==> src/rtl/alu_md_control.sv <==
// alu_md_control
//   ALU operation decode plus the sequencer for the iterative multiply/divide
//   unit. It decodes the ALU select, runs MULT/MULTU/DIV/DIVU for a fixed
//   number of iteration cycles, and strobes the HI/LO write when the result
//   is ready. It also stalls decode for any instruction that needs the
//   unit or HI/LO while the unit is still busy.
//
// Ports
//   clk             rising-edge clock
//   reset           synchronous, active-low reset
//   alu_op_i        operation class from main control
//   alu_function_i  instruction funct field
//   valid_i         decode-stage instruction valid
//   flush_i         abort in-flight mult/div, drop issue
//   alu_operation_o ALU operation select (combinational)
//   md_op_o         latched op: 00 MULT, 01 MULTU, 10 DIV, 11 DIVU
//   md_step_o       datapath iteration enable (RUN)
//   md_count_o      iteration index
//   md_busy_o       sequencer not IDLE
//   hilo_write_o    one-cycle HI/LO write strobe (DONE)
//   hilo_sel_o      HI/LO read select: 00 none, 01 HI, 10 LO
//   stall_o         hold decode stage
module alu_md_control #(
  parameter int ALU_OP_WIDTH = 3,
  parameter int FUNCT_WIDTH  = 6,
  parameter int MUL_CYCLES   = 32,
  parameter int DIV_CYCLES   = 32,
  localparam int MAX_CYC     = (MUL_CYCLES > DIV_CYCLES) ? MUL_CYCLES : DIV_CYCLES,
  localparam int CNT_W       = (MAX_CYC > 1) ? $clog2(MAX_CYC) : 1
) (
  input  logic                    clk,
  input  logic                    reset,
  input  logic [ALU_OP_WIDTH-1:0] alu_op_i,
  input  logic [FUNCT_WIDTH-1:0]  alu_function_i,
  input  logic                    valid_i,
  input  logic                    flush_i,
  output logic [3:0]              alu_operation_o,
  output logic [1:0]              md_op_o,
  output logic                    md_step_o,
  output logic [CNT_W-1:0]        md_count_o,
  output logic                    md_busy_o,
  output logic                    hilo_write_o,
  output logic [1:0]              hilo_sel_o,
  output logic                    stall_o
);

  localparam logic [ALU_OP_WIDTH-1:0] OP_RTYPE = ALU_OP_WIDTH'(7);
  localparam logic [ALU_OP_WIDTH-1:0] OP_ADDI  = ALU_OP_WIDTH'(4);
  localparam logic [ALU_OP_WIDTH-1:0] OP_ANDI  = ALU_OP_WIDTH'(2);
  localparam logic [ALU_OP_WIDTH-1:0] OP_ZERO  = ALU_OP_WIDTH'(0);
  localparam logic [ALU_OP_WIDTH-1:0] OP_ORI   = ALU_OP_WIDTH'(1);
  localparam logic [ALU_OP_WIDTH-1:0] OP_SUBI  = ALU_OP_WIDTH'(3);

  localparam logic [FUNCT_WIDTH-1:0] F_ADD   = FUNCT_WIDTH'(6'b100000);
  localparam logic [FUNCT_WIDTH-1:0] F_SUB   = FUNCT_WIDTH'(6'b100010);
  localparam logic [FUNCT_WIDTH-1:0] F_OR    = FUNCT_WIDTH'(6'b100101);
  localparam logic [FUNCT_WIDTH-1:0] F_SLL   = FUNCT_WIDTH'(6'b000000);
  localparam logic [FUNCT_WIDTH-1:0] F_SRL   = FUNCT_WIDTH'(6'b000010);
  localparam logic [FUNCT_WIDTH-1:0] F_AND   = FUNCT_WIDTH'(6'b100100);
  localparam logic [FUNCT_WIDTH-1:0] F_NOR   = FUNCT_WIDTH'(6'b100111);
  localparam logic [FUNCT_WIDTH-1:0] F_SLT   = FUNCT_WIDTH'(6'b101010);
  localparam logic [FUNCT_WIDTH-1:0] F_MULT  = FUNCT_WIDTH'(6'b011000);
  localparam logic [FUNCT_WIDTH-1:0] F_MULTU = FUNCT_WIDTH'(6'b011001);
  localparam logic [FUNCT_WIDTH-1:0] F_DIV   = FUNCT_WIDTH'(6'b011010);
  localparam logic [FUNCT_WIDTH-1:0] F_DIVU  = FUNCT_WIDTH'(6'b011011);
  localparam logic [FUNCT_WIDTH-1:0] F_MFHI  = FUNCT_WIDTH'(6'b010000);
  localparam logic [FUNCT_WIDTH-1:0] F_MFLO  = FUNCT_WIDTH'(6'b010010);

  localparam logic [CNT_W-1:0] MUL_LAST = CNT_W'(MUL_CYCLES - 1);
  localparam logic [CNT_W-1:0] DIV_LAST = CNT_W'(DIV_CYCLES - 1);

  typedef enum logic [1:0] {S_IDLE, S_RUN, S_DONE} state_t;

  state_t           r_state;
  logic [CNT_W-1:0] r_count;
  logic [1:0]       r_op;

  logic       w_rtype;
  logic       w_is_md;
  logic       w_is_mfhi;
  logic       w_is_mflo;
  logic [1:0] w_md_code;
  logic       w_issue;
  logic       w_last;

  assign w_rtype   = (alu_op_i == OP_RTYPE);
  assign w_is_mfhi = w_rtype && (alu_function_i == F_MFHI);
  assign w_is_mflo = w_rtype && (alu_function_i == F_MFLO);

  always_comb begin
    w_is_md   = 1'b0;
    w_md_code = 2'b00;
    if (w_rtype) begin
      case (alu_function_i)
        F_MULT:  begin w_is_md = 1'b1; w_md_code = 2'b00; end
        F_MULTU: begin w_is_md = 1'b1; w_md_code = 2'b01; end
        F_DIV:   begin w_is_md = 1'b1; w_md_code = 2'b10; end
        F_DIVU:  begin w_is_md = 1'b1; w_md_code = 2'b11; end
        default: ;
      endcase
    end
  end

  always_comb begin
    alu_operation_o = 4'b1001;
    if (w_rtype) begin
      case (alu_function_i)
        F_ADD:   alu_operation_o = 4'b0011;
        F_SUB:   alu_operation_o = 4'b0101;
        F_OR:    alu_operation_o = 4'b0001;
        F_SLL:   alu_operation_o = 4'b0010;
        F_SRL:   alu_operation_o = 4'b0100;
        F_AND:   alu_operation_o = 4'b0110;
        F_NOR:   alu_operation_o = 4'b0111;
        F_SLT:   alu_operation_o = 4'b1000;
        default: ;
      endcase
    end else begin
      case (alu_op_i)
        OP_ANDI: alu_operation_o = 4'b0110;
        OP_ADDI: alu_operation_o = 4'b0011;
        OP_ZERO: alu_operation_o = 4'b0000;
        OP_ORI:  alu_operation_o = 4'b0001;
        OP_SUBI: alu_operation_o = 4'b0101;
        default: ;
      endcase
    end
  end

  // Issue only from IDLE: a mult/div arriving in DONE stalls one cycle and
  // is picked up from IDLE, so two operations never overlap.
  assign w_issue = (r_state == S_IDLE) && valid_i && !flush_i && w_is_md;
  assign w_last  = (r_count == (r_op[1] ? DIV_LAST : MUL_LAST));

  always_ff @(posedge clk) begin
    if (!reset) begin
      r_state <= S_IDLE;
      r_count <= '0;
      r_op    <= 2'b00;
    end else if (flush_i) begin
      r_state <= S_IDLE;
      r_count <= '0;
    end else begin
      case (r_state)
        S_IDLE: begin
          if (w_issue) begin
            r_state <= S_RUN;
            r_count <= '0;
            r_op    <= w_md_code;
          end
        end
        S_RUN: begin
          if (w_last) r_state <= S_DONE;
          else        r_count <= r_count + CNT_W'(1);
        end
        S_DONE: begin
          r_state <= S_IDLE;
          r_count <= '0;
        end
        default: r_state <= S_IDLE;
      endcase
    end
  end

  assign md_op_o    = r_op;
  assign md_count_o = r_count;
  assign md_busy_o  = (r_state != S_IDLE);
  assign md_step_o  = (r_state == S_RUN);
  // The write is gated in the DONE cycle itself so an abort (flush or reset)
  // arriving in that cycle never commits a result to HI/LO.
  assign hilo_write_o = (r_state == S_DONE) && !flush_i && reset;

  assign stall_o = valid_i && md_busy_o && (w_is_md || w_is_mfhi || w_is_mflo);

  always_comb begin
    hilo_sel_o = 2'b00;
    if (valid_i && !stall_o) begin
      if (w_is_mfhi)      hilo_sel_o = 2'b01;
      else if (w_is_mflo) hilo_sel_o = 2'b10;
    end
  end

endmodule

==> config.mk <==
export PLATFORM = sky130hd
export DESIGN_NAME = alu_md_control
export DESIGN_NICKNAME = d
export VERILOG_FILES = /design/src/rtl/alu_md_control.sv
export SDC_FILE = /design/constraint.sdc
export NUM_CORES = 1
export LEC_CHECK = 0
export CAP_MARGIN = 20
export CORE_UTILIZATION = 45
export CTS_CLUSTER_SIZE = 20
export DETAILED_ROUTE_END_ITERATION = 8
export GPL_TIMING_DRIVEN = 1
export PLACE_DENSITY = 0.94
export RECOVER_POWER = 25
export SLEW_MARGIN = 20
export SYNTH_ARGS = -nofsm -noshare
export SYNTH_HDL_FRONTEND = slang
export SYNTH_SLANG_ARGS = --single-unit
==> constraint.sdc <==
create_clock -name clk -period 3.05 [get_ports clk]
set_input_delay 0.61 -clock clk [delete_from_list [all_inputs] [get_ports clk]]
set_output_delay 0.61 -clock clk [all_outputs]
set_load 0.005 [all_outputs]
==> results of run 1 <==
-- tightest hold or removal path: cells and delay by family, from the launching register on --
family         cells  cell delay (ns)
flip-flops         1             0.30
AO/OA/AOI/OAI      2             0.12
-- registers in the layout (all words and copies together) (netlist names) --
register,count
md_count_o,5
r_state,2
md_op_o,2
-- Yosys cell counts (2+ instances only) --
master and number:
o21ai_0 9, nand3_1 3, inv_1 2, buf_2 3, o21a_1 3, dfxtp_1 9, nand2_1 5, nor2_1 7
ha_1 2, a21boi_0 3, clkbuf_1 2, nor2b_1 3, and3_1 4, or3_1 4, a22o_1 2, a31oi_1 3
nand2b_1 3, nor3b_1 3, a21oi_1 5, o211ai_1 2
-- power groups by stage --
stage                     combinational, mW  clock, mW  sequential (mW)
after global routing                 0.0719      0.105            0.117
after global placement               0.0652          0            0.120
after detailed placement             0.0669          0            0.120
after CTS                            0.0674     0.0927            0.118
final                                0.0664     0.0916            0.118
after floorplan                      0.0287          0            0.120
-- through the flow --
step | hold WS, ns | TNS, ns | cell area [sq um] | power, mW
final | 0.471 | 0 | 1120 | 0.276
after global routing | 0.552 | 0 | 1120 | 0.294
after CTS | 0.480 | 0 | 1120 | 0.278
after detailed placement | 0.472 | -0.0737 | 1090 | 0.187
after global placement | 0.465 | 0 | 1090 | 0.185
after floorplan | 0.474 | 0 | 723 | 0.149
-- how the worst max path moves through the flow --
stage                      start                  to  cells after the start
5_1_grt        alu_function_i[2]  alu_operation_o[1]                      7
2_1_floorplan  alu_function_i[2]       hilo_sel_o[0]                      5
3_5_place_dp   alu_function_i[5]       hilo_sel_o[0]                      6
4_1_cts        alu_function_i[1]  alu_operation_o[2]                      6
6_report       alu_function_i[5]  alu_operation_o[1]                      7
3_3_place_gp             valid_i       hilo_sel_o[0]                      6
-- cells by family (layout without fill, tap and decap cells) --
| family | count (synthesis) | count (layout) | synth area share |
|---|---|---|---|
| AOI/OAI and AO/OA | 33 | 33 | 0.298 |
| buffers and inverters | 8 | 47 | 0.0571 |
| DFF | 9 | 9 | 0.249 |
| and+or+nand+nor | 40 | 40 | 0.348 |
| muxes | 1 | 1 | 0.0138 |
| adders and majority gates | 2 | 2 | 0.0346 |
-- area by class of cell --
class	instances	area, sq um	area share
timing repair buffer	41	383	0.341
inverter	2	7.51	0.00669
sequential	9	180	0.161
tap	16	20.0	0.0178
multi-input combinational	76	505	0.450
clock buffer	4	26.3	0.0234
-- metal layers --
layer | vias up | part of all wire | GRT usage
li1 | 435 | - | -
met1 | 380 | 0.40 | 0.247
met2 | 31 | 0.54 | 0.438
met3 | 2 | 0.056 | 0.0560
met4 | 0 | 0.0076 | 0.0875
met5 | - | 0 | 0
-- what timing repair did --
| item | in CTS | in global routing |
|---|---|---|
| cloned | 0 | 0 |
| resized for setup | 3 | 2 |
| pin swaps | 1 | 0 |
| endpoints found under the setup margin | 2 | 2 |
==> impl_metrics.env, run 1 <==
export IMPL_yosysSeqAreaShare=0.249
export IMPL_totalWireLength_microns=1850
export IMPL_ys_top_cells_by_area="dfxtp_1 25%, o21ai_0 6.2%, nand4bb_4 3.8%"
export IMPL_ys_flop_type="dfxtp_1"
export IMPL_p_switching_uw=69.0
export IMPL_insertion_delay_ns=0.26
export IMPL_most_common_layout_cells="19 x clkdlybuf4s50_1, 12 x buf_4, 9 x o21ai_0, 9 x dfxtp_1, 7 x nor2_1"
export IMPL_max_freq_ghz=0.348
export IMPL_power_frac_comb=0.241
export IMPL_path_cells="clkdlybuf4s50_1 -> buf_4 -> and4_1 -> a21oi_1 -> o22ai_1 -> a21o_1 -> clkdlybuf4s50_1"
export IMPL_grt_pass1_vias=836
export IMPL_holdPathStages=2
export IMPL_port_buffers=29
export IMPL_syn_avg_cell_area_sq_um=7.78
export IMPL_cts_tree="yes"
export IMPL_critPathArrivalTime_ns=2.26
export IMPL_synthArstFlopShare=0
export IMPL_clkSinkCount=9
export IMPL_crit_path_frequent_cell="clkdlybuf4s50_1"
export IMPL_skew_ns=0.00503
export IMPL_violations="design-rule violations"
export IMPL_maxSlewViolCount=0
export IMPL_crit_type="in2out"
export IMPL_drt_iter0_drc=12
export IMPL_cts_hold_buffers=0
export IMPL_grt_max_degree=10
export IMPL_end_kind="output pin"
export IMPL_critPathSlowestCell="clkdlybuf4s50_1"
export IMPL_critPathMaxFanout=8
export IMPL_cp_buffers_inverters=3
export IMPL_die_width_microns=42.1
export IMPL_r2r_slack_ns=1.12
export IMPL_core_sq_mm=0.00151
export IMPL_reg2reg_depth=7
export IMPL_fill_cells=118
export IMPL_antenna_found_initial=0
export IMPL_ir_drop_mv=0.122
export IMPL_syn_inst=93
export IMPL_power_frac_clock=0.332
export IMPL_setup_viol=0
export IMPL_cts_buffers=3
export IMPL_postLayoutCoreUtil=0.745
export IMPL_layout_commonest_cell="clkdlybuf4s50_1"
export IMPL_ys_seq_elements=9
export IMPL_drv_cap=0
export IMPL_diodes=0
export IMPL_synth_top_cell_by_area="dfxtp_1"
export IMPL_slowest_delay_ns=0.44
export IMPL_cp_required_ns=2.44
export IMPL_syn_num_nets=108
export IMPL_synth_cell_types=36
export IMPL_fp_dieArea_sq_mm=0.00177
export IMPL_dpl_cell_count=144
export IMPL_nets=148
export IMPL_whs_endpoint="md_op_o[1]$_SDFFE_PN0P_"
export IMPL_power_leakage_nw=0.473
export IMPL_rsz0062_at_grt="false"
export IMPL_synth_top_area_frac=0.249
export IMPL_grt_ovfl_total=0
export IMPL_pre_cts_ws_ns=-0.0616
export IMPL_start_util=0.480
export IMPL_num_vias=848
export IMPL_gp_congestion=0.794
export IMPL_drtPass1Iterations=6
export IMPL_synth_edf_count=0
export IMPL_hp_start="md_op_o[1]$_SDFFE_PN0P_"
export IMPL_finalCritPeriodShare=0.942
export IMPL_switching_share=0.250
export IMPL_cts_root_buf="clkbuf_4"
export IMPL_finalHoldViolCount=0
export IMPL_grt_pass1_wl_microns=3230
export IMPL_wl_per_cell_microns=12.5
export IMPL_track_usage=0.233
export IMPL_clock_path_buffers=2
export IMPL_placementRows=14
export IMPL_cts_setup_buffers=0
export IMPL_cp_top_family="buffers and inverters"
export IMPL_vias_per_cell=5.73
export IMPL_regToRegEndpoint="md_count_o[3]$_SDFFE_PP0P_"
export IMPL_final_instance_count_excl_fill=148
export IMPL_r2r_start="md_count_o[0]$_SDFFE_PP0P_"
export IMPL_layout_min_cycle_time_ns=2.87
export IMPL_slew_headroom=0.748
export IMPL_area_growth_pct=55.2
export IMPL_htreeDepth=1
export IMPL_clk_pin_slew_ns=0.06
export IMPL_drc=1
export IMPL_worst_hold_path_type="reg2reg"
export IMPL_ant_nets=0
export IMPL_die_height_microns=42.1
export IMPL_worstMarginPinSlew_ns=0.374
export IMPL_synth_area_sq_um=723
export IMPL_final_layout_size_suffix_gt1_frac=0.136
export IMPL_boundaryPins=30
export IMPL_sequentialPowerShare=0.427
export IMPL_setup_ws_ns=0.176
export IMPL_crit_path_start_kind="primary input"
export IMPL_p_int_uw=207
export IMPL_power_density_mw_per_mm2=246
export IMPL_yosys_warnings=0
export IMPL_hpwlAfterDp_microns=1550
export IMPL_status="finished with violations"
Power figures use the tool's default switching activity.
==> run 2: changes to the inputs <==
- GPL_TIMING_DRIVEN: 1 -> 0
- SLEW_MARGIN: 20 -> 5
==> impl_metrics.env, run 2 (synthesis results as in run 1) <==
export IMPL_status="finished with violations"
export IMPL_violations="design-rule violations"
export IMPL_htreeDepth=1
export IMPL_whs_ns=0.482
export IMPL_r2r_start="md_count_o[0]$_SDFFE_PP0P_"
export IMPL_port_buffers=23
export IMPL_gp_congestion=0.771
export IMPL_crit_path_start_kind="primary input"
export IMPL_cts_buffers=3
export IMPL_start_util=0.480
export IMPL_end_kind="output pin"
export IMPL_clkSinkCount=9
export IMPL_worst_hold_path_type="reg2reg"
export IMPL_maxSlewViolCount=0
export IMPL_die_width_microns=42.1
export IMPL_cp_buffers_inverters=2
export IMPL_diodes=0
export IMPL_slowest_delay_ns=0.51
export IMPL_ir_drop_mv=0.138
export IMPL_setup_viol=0
export IMPL_finalHoldViolCount=0
export IMPL_fp_dieArea_sq_mm=0.00177
export IMPL_grt_ovfl_total=0
export IMPL_top_layer="met4"
export IMPL_slew_headroom=0.757
export IMPL_power_leakage_nw=0.379
export IMPL_drv_cap=0
export IMPL_drtPass1Iterations=6
export IMPL_critPathArrivalTime_ns=2.33
export IMPL_clock_path_buffers=2
export IMPL_cp_required_ns=2.44
export IMPL_max_freq_ghz=0.340
export IMPL_placementRows=14
export IMPL_skew_ns=0.00147
export IMPL_r2r_slack_ns=1.10
export IMPL_worstMarginPinSlew_ns=0.362
export IMPL_ant_nets=0
export IMPL_path_cells="dlygate4sd2_1 -> and4bb_2 -> nand2_1 -> or4_1 -> nor2_1 -> clkdlybuf4s50_1"
export IMPL_grt_pass1_wl_microns=2870
export IMPL_largest_register_ffs=5
export IMPL_cp_top_family="simple AND/OR/NAND/NOR gates"
export IMPL_whs_endpoint="md_op_o[0]$_SDFFE_PN0P_"
export IMPL_wl_per_cell_microns=12.0
export IMPL_cts_root_buf="clkbuf_4"
export IMPL_boundaryPins=30
export IMPL_finalCritPeriodShare=0.964
export IMPL_totalWireLength_microns=1650
export IMPL_hpwlAfterDp_microns=1350
export IMPL_layout_commonest_cell="clkdlybuf4s50_1"
export IMPL_layout_min_cycle_time_ns=2.94
export IMPL_die_height_microns=42.1
export IMPL_crit_type="in2out"
export IMPL_insertion_delay_ns=0.26
export IMPL_num_vias=787
export IMPL_core_sq_mm=0.00151
export IMPL_most_common_layout_cells="15 x clkdlybuf4s50_1, 9 x o21ai_0, 9 x dfxtp_1, 7 x nor2_1"
export IMPL_postLayoutCoreUtil=0.669
export IMPL_reg2reg_depth=7
export IMPL_grt_pass1_vias=741
export IMPL_power_density_mw_per_mm2=259
export IMPL_route_met3_wl_microns=80
export IMPL_nets=137
export IMPL_critPathMaxFanout=4
export IMPL_antenna_found_initial=0
export IMPL_rsz0062_at_grt="false"
export IMPL_met1Wirelength_microns=700
export IMPL_track_usage=0.208
export IMPL_final_layout_size_suffix_gt1_frac=0.0909
export IMPL_critPathSlowestCell="clkdlybuf4s50_1"
export IMPL_wl_met2_microns=835
export IMPL_hp_start="md_op_o[0]$_SDFFE_PN0P_"
export IMPL_regToRegEndpoint="md_count_o[3]$_SDFFE_PP0P_"
export IMPL_drt_iter0_drc=10
export IMPL_holdPathStages=2
export IMPL_vias_per_cell=5.74
export IMPL_cts_tree="yes"
export IMPL_clk_pin_slew_ns=0.06
export IMPL_area_growth_pct=39.3
export IMPL_grt_max_degree=11
export IMPL_drc=1
run 2: repair_timing:
action / in CTS / in global routing
hold buffers: 0 / 0
gates resized for setup: 5 / 0
endpoints found under the setup margin: 2 / 0
buffers inserted: 1 / 0
hold endpoints to repair: 0 / 0
run 2: how the worst max path moves through the flow:
stage                 startpoint            end  depth (start not counted)  slack (ns)
2_1_floorplan  alu_function_i[2]  hilo_sel_o[0]                          5        0.79
3_3_place_gp   alu_function_i[4]  hilo_sel_o[1]                          6       -0.14
3_5_place_dp   alu_function_i[4]  hilo_sel_o[0]                          6       -0.19
4_1_cts        alu_function_i[4]  hilo_sel_o[0]                          6        0.09
5_1_grt              alu_op_i[1]  hilo_sel_o[0]                          6        0.02
6_report       alu_function_i[4]  hilo_sel_o[0]                          6        0.11
run 2: layer usage:
metal  track usage  vias up
met5             0        -
met1         0.225      348
met2         0.394       27
met4         0.113        0
li1              -      408
met3        0.0172        4
run 2: tightest hold or removal path, stage by stage (launching register included):
cell and delay, ns:
dfxtp_1 0.30, o21ai_0 0.06, a21boi_0 0.07
run 2: metrics by stage:
step                      setup WS [ns]  std cells  power (mW)  area [sq um]  setup TNS, ns
final                             0.109        137       0.260          1010              0
after global routing             0.0240        137       0.274          1010              0
after CTS                        0.0850        137       0.264          1010              0
after detailed placement         -0.194        132       0.172           973         -0.358
after global placement           -0.138        132       0.171           973         -0.275
after floorplan                   0.792         93       0.149           723              0
run 2: area by class of cell:
type                       instances  area [sq um]
inverter                           2          7.51
timing repair buffer              24           233
buffer                             6          33.8
fill                             144           499
multi-input combinational         76           507
sequential                         9           180
clock buffer                       4          26.3
tap                               16          20.0
run 2: where the power goes:
part / internal, mW / leakage, nW / switching [mW]
logic: 0.0260 / 0.292 / 0.0253
registers: 0.118 / 0.0724 / 0.0000462
clock network: 0.0504 / 0.0150 / 0.0411
total: 0.194 / 0.379 / 0.0665
